===== src/rtl/ps2_keyboard_fifo.sv =====
`default_nettype none
// ============================================================================
// Module      : ps2_keyboard_fifo
// Description : PS/2 device-to-host receiver feeding a byte FIFO. Samples the
//               raw keyboard clock/data lines, deframes 11-bit frames
//               (start, 8 data bits LSB first, odd parity, stop), checks them
//               and queues good bytes. The consumer drains the queue with a
//               ready / nextdata_n handshake.
// Ports       : clk        - system clock
//               clrn       - asynchronous active-low reset
//               ps2_clk    - raw keyboard clock (asynchronous)
//               ps2_data   - raw keyboard data (asynchronous)
//               nextdata_n - consumer advance request, pops on falling edge
//               data       - byte at FIFO head, valid while ready = 1
//               ready      - FIFO non-empty
//               overflow   - sticky, a good byte was dropped (FIFO full)
//               frame_err  - one-cycle pulse, a completed frame was bad
// Revision    : 1.0 - initial release
// ============================================================================
module ps2_keyboard_fifo #(
  parameter int DEPTH   = 8,
  parameter int TIMEOUT = 50000
) (
  input  logic       clk,
  input  logic       clrn,
  input  logic       ps2_clk,
  input  logic       ps2_data,
  input  logic       nextdata_n,
  output logic [7:0] data,
  output logic       ready,
  output logic       overflow,
  output logic       frame_err
);

  localparam int            AW      = (DEPTH > 1) ? $clog2(DEPTH) : 1;
  localparam int            TW      = $clog2(TIMEOUT + 1);
  localparam logic [TW-1:0] TO_LAST = TW'(TIMEOUT - 1);
  localparam logic [AW-1:0] PTR_ONE = AW'(1);
  localparam logic [3:0]    CNT_STOP = 4'd10;

  // Synchronizer chains: bit 0 is the newest sample, bit 2 the oldest.
  logic [2:0]    clk_sync;
  logic [2:0]    data_sync;
  logic          fall;
  logic          bit_in;

  // Deframer state
  logic [3:0]    cnt;
  logic [9:0]    buffer;
  logic [TW-1:0] tcnt;

  // FIFO state
  logic [7:0]    mem [DEPTH];
  logic [AW-1:0] w_ptr;
  logic [AW-1:0] r_ptr;
  logic          nd_q;

  logic          frame_done;
  logic          frame_good;
  logic          full;
  logic          push;
  logic          pop;

  // --------------------------------------------------------------------------
  // Input synchronization; lines idle high, so the chains reset to 1 and no
  // spurious falling edge appears when reset is released.
  // --------------------------------------------------------------------------
  always_ff @(posedge clk or negedge clrn) begin
    if (!clrn) begin
      clk_sync  <= 3'b111;
      data_sync <= 3'b111;
    end else begin
      clk_sync  <= {clk_sync[1:0], ps2_clk};
      data_sync <= {data_sync[1:0], ps2_data};
    end
  end

  assign fall   = clk_sync[2] & ~clk_sync[1];
  // The keyboard holds data stable around its clock fall, so the oldest
  // data stage is well settled when fall is seen.
  assign bit_in = data_sync[2];

  // --------------------------------------------------------------------------
  // Frame check: evaluated in the cycle that samples the stop bit.
  // --------------------------------------------------------------------------
  assign frame_done = fall & (cnt == CNT_STOP);
  assign frame_good = ~buffer[0] & bit_in & (^buffer[9:1]);

  // Full is judged on the pre-pop pointers, so a same-cycle pop never makes
  // room for the incoming byte.
  assign full = ((w_ptr + PTR_ONE) == r_ptr);
  assign push = frame_done & frame_good & ~full;
  assign pop  = nd_q & ~nextdata_n & ready;

  // --------------------------------------------------------------------------
  // Deframer and inter-bit timeout
  // --------------------------------------------------------------------------
  always_ff @(posedge clk or negedge clrn) begin
    if (!clrn) begin
      cnt    <= '0;
      buffer <= '0;
      tcnt   <= '0;
    end else if (fall) begin
      tcnt <= '0;
      if (cnt == CNT_STOP) begin
        cnt <= '0;
      end else begin
        buffer[cnt] <= bit_in;
        cnt         <= cnt + 4'd1;
      end
    end else if (cnt == 4'd0) begin
      tcnt <= '0;
    end else if (tcnt == TO_LAST) begin
      // Abandon a stalled partial frame silently and wait for a new start.
      cnt  <= '0;
      tcnt <= '0;
    end else begin
      tcnt <= tcnt + 1'b1;
    end
  end

  // --------------------------------------------------------------------------
  // Status flags
  // --------------------------------------------------------------------------
  always_ff @(posedge clk or negedge clrn) begin
    if (!clrn) begin
      frame_err <= 1'b0;
      overflow  <= 1'b0;
    end else begin
      frame_err <= frame_done & ~frame_good;
      if (frame_done & frame_good & full) begin
        overflow <= 1'b1;
      end
    end
  end

  // --------------------------------------------------------------------------
  // FIFO storage. The array is cleared on reset so data reads 0x00 the
  // instant clrn asserts, without waiting for a clock.
  // --------------------------------------------------------------------------
  always_ff @(posedge clk or negedge clrn) begin
    if (!clrn) begin
      for (int i = 0; i < DEPTH; i++) begin
        mem[i] <= '0;
      end
    end else if (push) begin
      mem[w_ptr] <= buffer[8:1];
    end
  end

  always_ff @(posedge clk or negedge clrn) begin
    if (!clrn) begin
      w_ptr <= '0;
      r_ptr <= '0;
      nd_q  <= 1'b1;
    end else begin
      nd_q <= nextdata_n;
      if (push) begin
        w_ptr <= w_ptr + PTR_ONE;
      end
      if (pop) begin
        r_ptr <= r_ptr + PTR_ONE;
      end
    end
  end

  assign ready = (w_ptr != r_ptr);
  assign data  = mem[r_ptr];

endmodule
`default_nettype wire

===== config.mk =====
export PLATFORM = sky130hd
export DESIGN_NAME = ps2_keyboard_fifo
export DESIGN_NICKNAME = d
export VERILOG_FILES = /design/src/rtl/ps2_keyboard_fifo.sv
export SDC_FILE = /design/constraint.sdc
export NUM_CORES = 1
export LEC_CHECK = 0
export BUFFER_PORTS_ARGS = -buffer_cell sky130_fd_sc_hd__buf_2
export CORE_ASPECT_RATIO = 0.6
export CORE_MARGIN = 2
export CORE_UTILIZATION = 55
export CTS_BUF_LIST = sky130_fd_sc_hd__clkbuf_2
export CTS_CLUSTER_SIZE = 40
export DETAILED_ROUTE_END_ITERATION = 7
export PLACE_DENSITY = 0.83
export SYNTH_ARGS = -nofsm -noshare
export SYNTH_HDL_FRONTEND = slang
export SYNTH_SLANG_ARGS = --single-unit

===== constraint.sdc =====
create_clock -name clk -period 7 [get_ports clk]
set_clock_uncertainty 0.1 [all_clocks]
set_input_delay 0.35 -clock clk [delete_from_list [all_inputs] [get_ports clk]]
set_output_delay 0.35 -clock clk [all_outputs]
set_load 0.01 [all_outputs]

Word level (Yosys, flattened, before mapping)
Index checks and enable logic that the tools add are counted.

Bits in writable memories: 0. Memories kept: 0. Flip-flop bits (word level): 109. Latch bits: 0. Output and inout port bits: 11. ROM bits: 0. Logic and storage cells: 73.

Muxes and demuxes: 16. Bitwise operators: 18. Add/subtract/negate cells: 4. Shifts and indexed selects: 0. Multiply operators: 0. Eq/ne operators: 5. Div/mod/pow operators: 0. Reduce and logical (&&, ||, !) cells: 7. Magnitude comparators: 5.

Operators with widths (number): bitwise mux 64 bit (1); 2-to-1 mux 16 bit (3); binary-select mux 8 bit (select 3 bit) (1); demux 8 bit (select 3 bit) (1); 2-to-1 mux 8 bit (3); adder 16 x 1 -> 16 bit (second input constant) (1); == test 16 bit (second input constant) (1); 2-to-1 mux 4 bit (4); AND 1 bit (10); bitwise mux 10 bit (1); parity 9 bit (1); >= comparator 4 bit (second input constant) (2); NOT 3 -> 4 bit (2); adder 3 x 1 -> 3 bit (second input constant) (2); NOT 1 bit (6); less-than comparator 4 x 5 -> 1 bit (second input constant) (1); adder 4 x 1 -> 4 bit (second input constant) (1); demux 1 bit (select 4 bit) (1); == test 4 bit (second input constant) (1); >= comparator 4 x 1 -> 1 bit (second input constant) (1); logical NOT 4 bit (1); less-than comparator 4 x 1 -> 1 bit (second input constant) (1); AND reduction 2 bit (2); == test 3 bit (1); other kinds (5) (6).

Logic depth before layout (Yosys ltp)
Depth in word-level cells: 6. Mapped depth: 8. Depth with buffers taken out: 6.

Worst setup path after synthesis
Ideal clock, no wire load.

Path kind: register -> register. Start: reg w_ptr[1]. End: reg mem[0] (netlist bit). Required time: 6.775 ns. Stages on the path, launching flop included: 9. Path buffers: 2. Library setup time: 0.125 ns. Data arrival time: 2.420 ns. Period minus slack after synthesis: 2.645 ns. Path slack: 4.355 ns. Cell sequence: dfrtp_1 ha_1 xor3_1 nor3_1 or3_1 buf_2 or4b_1 buf_6 mux2_4.

Cells in the longest elaborated chain, start to end: 6.

RTL lines: from (decl) (RTL line 54) `logic [AW-1:0] w_ptr;`; from (signal assigned) (RTL line 159) `w_ptr <= w_ptr + PTR_ONE;`; NOT 3 -> 4 bit (implied by the code) (RTL line 147) `mem[w_ptr] <= buffer[8:1];`; >= comparator 4 bit (implied by the code) or less-than comparator 4 x 1 -> 1 bit (tied branches) (RTL line 147); logical AND 1 bit (implied by the code) (RTL line 147); 2-to-1 mux 8 bit (implied by the code) (RTL line 147); demux 8 bit (select 3 bit) (RTL line 147); bitwise mux 64 bit (RTL line 147); to (signal, indexed assignment) (RTL line 147); to (decl) (RTL line 53) `logic [7:0] mem [DEPTH];`.

Parallel ways exist; a longest one is shown, timed or not. A chain may end at the register's enable or synchronous reset.

Final worst setup path
Start: reg w_ptr[0]. End: reg mem[20] (netlist bit).

Same word-level chain as after synthesis.

==> reports/metrics.cfg <==
[outcome]
outcome=complete, no violations

[yosys]
syn_area_per_cell_sq_um=14.1
synth_cell_type_count=49
synth_area_sq_mm=0.00529
synthMuxAreaShare_pct=26.4
synthFlopType=dfrtp_1
post-synth-top-count-cell=dfrtp_1
synth.ff_latch_count=109
synth_top_family_by_area=multiplexers
ys_async_sr_fraction_pct=100
synth_area_leaders=dfrtp_1 (48%), mux2_2 (11%), mux2_4 (6.8%)
syn_inst=376
synth_compound_area_share_pct=1.61
synthesis.nets=384
synth_top_cell_area_share_pct=48.3
yosysTopAreaCell=dfrtp_1
synthSimpleGateAreaFrac_pct=10.1
yosys-top-cells-count=dfrtp_1 (102), mux2_2 (52), nor2_1 (27)
synthAdderAreaFrac_pct=0.710
synth_warnings=0
synth_edf_count=0
synthXorXnorAreaFrac_pct=6.34
seq_area_frac_synth_pct=51.8

[placement]
place.gp.congestion=0.846
portBuffers=15
pre_cts_slack_ps=3680
place_area_sq_mm=0.00539
place_hpwl_microns=6620

[route]
drt_iter0_markers=300
via_count=2944
first_pass_iters=4
routedWlPerCell_microns=18.7
routed_via_density=5.69
totalWireLength_microns=9650
drtAntennaViolNets=0
drc=0

[run]
max_cap_viol_count=0

[power]
switchingPower_uw=583
p_per_area_mw_per_mm2=282
ir_drop_uv=181
p_clk_share_pct=17.4
total_power_uw=1560
seqPwrFrac_pct=51.6
power_switching_share_pct=37.4
p_leak_uw=0.00262
power.share.combinational_pct=30.9
power.internal_uw=974

[clocking]
post_cts_buffers=0
clock_sinks=109
cts_resized=0
clock_latency_ps=590
cts_tree=yes
path_clk_slew_ps=260
cts-buffers-inserted=9
cts-root-buf=clkbuf_2
h-tree-depth=3
cts_buffer_depth=2

[final_layout]
num-fill-cells=721
seqCellArea_sq_mm=0.00274
area_delta_synth_final_pct=4.57
diodes=0
multi_input_comb_area_sq_mm=0.00239
final_area_sq_mm=0.00553
fin_nets=391
drive_above_1_share_pct=36.2

[setup_path]
critPathCaptureType=flip-flop
cp_data_required_time_ps=7400
cp-startpoint=w_ptr[0]$_DFFE_PN0P_
cp.arrival_ps=3780
crit_type=reg -> reg
cp-start-kind=flip-flop
critPathMaxFanout=11
worstReg2RegStart=w_ptr[0]$_DFFE_PN0P_

[floorplan]
initial_utilization_pct=57.1
dieWidth_microns=131
core_sq_mm=0.00926
die_h_microns=79.9
row_count=27
die_area_sq_mm=0.0104
io-pin-count=16

[timing]
rsz0062_at_grt=no
max_slew_margin_pct=35.1
fin_crit_sh_pct=48.3
drv_slew=0
worstMarginPinSlew_ps=973
final_hold_viol_count=0
whs_ps=85.4
finalCriticalPeriod_ps=3380
fin_ws_ps=3620
fmax_mhz=296
setup_viol=0
tns_ps=0

[global_routing]
antenna_found_initial=0
grt_pass1_vias=3010
grt_pass1_wl_microns=16000
grt_max_degree=78
track_usage_pct=20.6
grt.overflow.total=0

[min_path]
hold_class=in -> async

==> state kept, by name, indices dropped and copies added, names as in the netlist, 3 cells and up <==
name / flops
w_ptr: 3
cnt: 4
buffer: 10
clk_sync: 3
mem: 64
r_ptr: 3
tcnt: 16
data_sync: 3
==> metal layers <==
layer	global-route usage, %	wire [microns]	up-vias
met2	28.7	4130	49
met1	31.9	5080	1541
met5	0	0	-
li1	-	-	1342
met3	5.76	341	12
met4	4.89	98	0
==> metrics by stage <==
| stage | utilization (%) | cells |
|---|---|---|
| 2_1_floorplan | - | 376 |
| 6_report | 59.7 | 517 |
| 3_5_place_dp | 58.2 | 498 |
| 3_3_place_gp | 58.2 | 498 |
| 4_1_cts | 59.7 | 517 |
| 5_1_grt | 59.7 | 517 |
==> layout make-up <==
cell class | count | area share (%)
clock inverter | 3 | 0.679
clock buffer | 12 | 1.09
multi-input combinational | 239 | 43.2
sequential | 109 | 49.5
timing repair buffer | 21 | 2.40
tap | 130 | 2.94
inverter | 3 | 0.204
==> cell families after synthesis <==
family / Yosys count
adders and majority gates: 3
DFF: 109
AOI/OAI and AO/OA: 13
buffers and inverters: 28
xor gates and xnor gates: 31
muxes: 100
and+or+nand+nor: 92
==> power groups by stage <==
stage / Sequential (uW) / Clock [uW] / Combinational (uW)
2_1_floorplan: 711 / 0 / 491
3_3_place_gp: 808 / 0 / 466
3_5_place_dp: 814 / 0 / 481
4_1_cts: 803 / 282 / 484
5_1_grt: 815 / 307 / 521
6_report: 804 / 271 / 481
==> placed cells by master (no fill, tap or decap), types with 3 or more instances in the layout <==
cell type / instances
nand2_1: 19
xor2_1: 11
or4b_1: 3
nand3_1: 11
dfrtp_1: 102
nor2_1: 27
nor3_1: 4
xnor2_1: 15
mux2_4: 24
dfstp_2: 7
nor4_4: 3
nand2b_1: 6
nor2b_1: 3
mux2_2: 52
buf_4: 3
buf_2: 14
inv_1: 3
mux2_1: 8
clkbuf_2: 12
ha_1: 3
mux4_2: 16
dlygate4sd3_1: 4
nand4_1: 4
o21ai_0: 5
==> final timing paths <==
path / to / slack (ps) / depth (start not counted)
setup / recovery: mem[20]$_DFFE_PN0P_ / 3620 / 6
hold / removal: mem[30]$_DFFE_PN0P_ / 90 / 2
setup reg to reg: mem[20]$_DFFE_PN0P_ / 3620 / 6
hold reg to reg: data_sync[1]$_DFF_PN1_ / 270 / 0
max in group asynchronous: w_ptr[2]$_DFFE_PN0P_ / 5410 / 3
min in group clk: data_sync[1]$_DFF_PN1_ / 270 / 0
==> critical path, cell delays in order, from the launching register on <==
cell and delay, ps:
dfrtp_1 760, ha_1 350, xor2_1 170, nor3_1 110, or3_1 530, or4b_1 870
mux2_4 400
==> timing repair <==
item | in CTS | in global routing
setup endpoints to repair | 0 | 0
hold buffers | 4 | 0
endpoints found under the hold margin | 35 | 0
No activity file was read; power rests on OpenSTA's default activity.
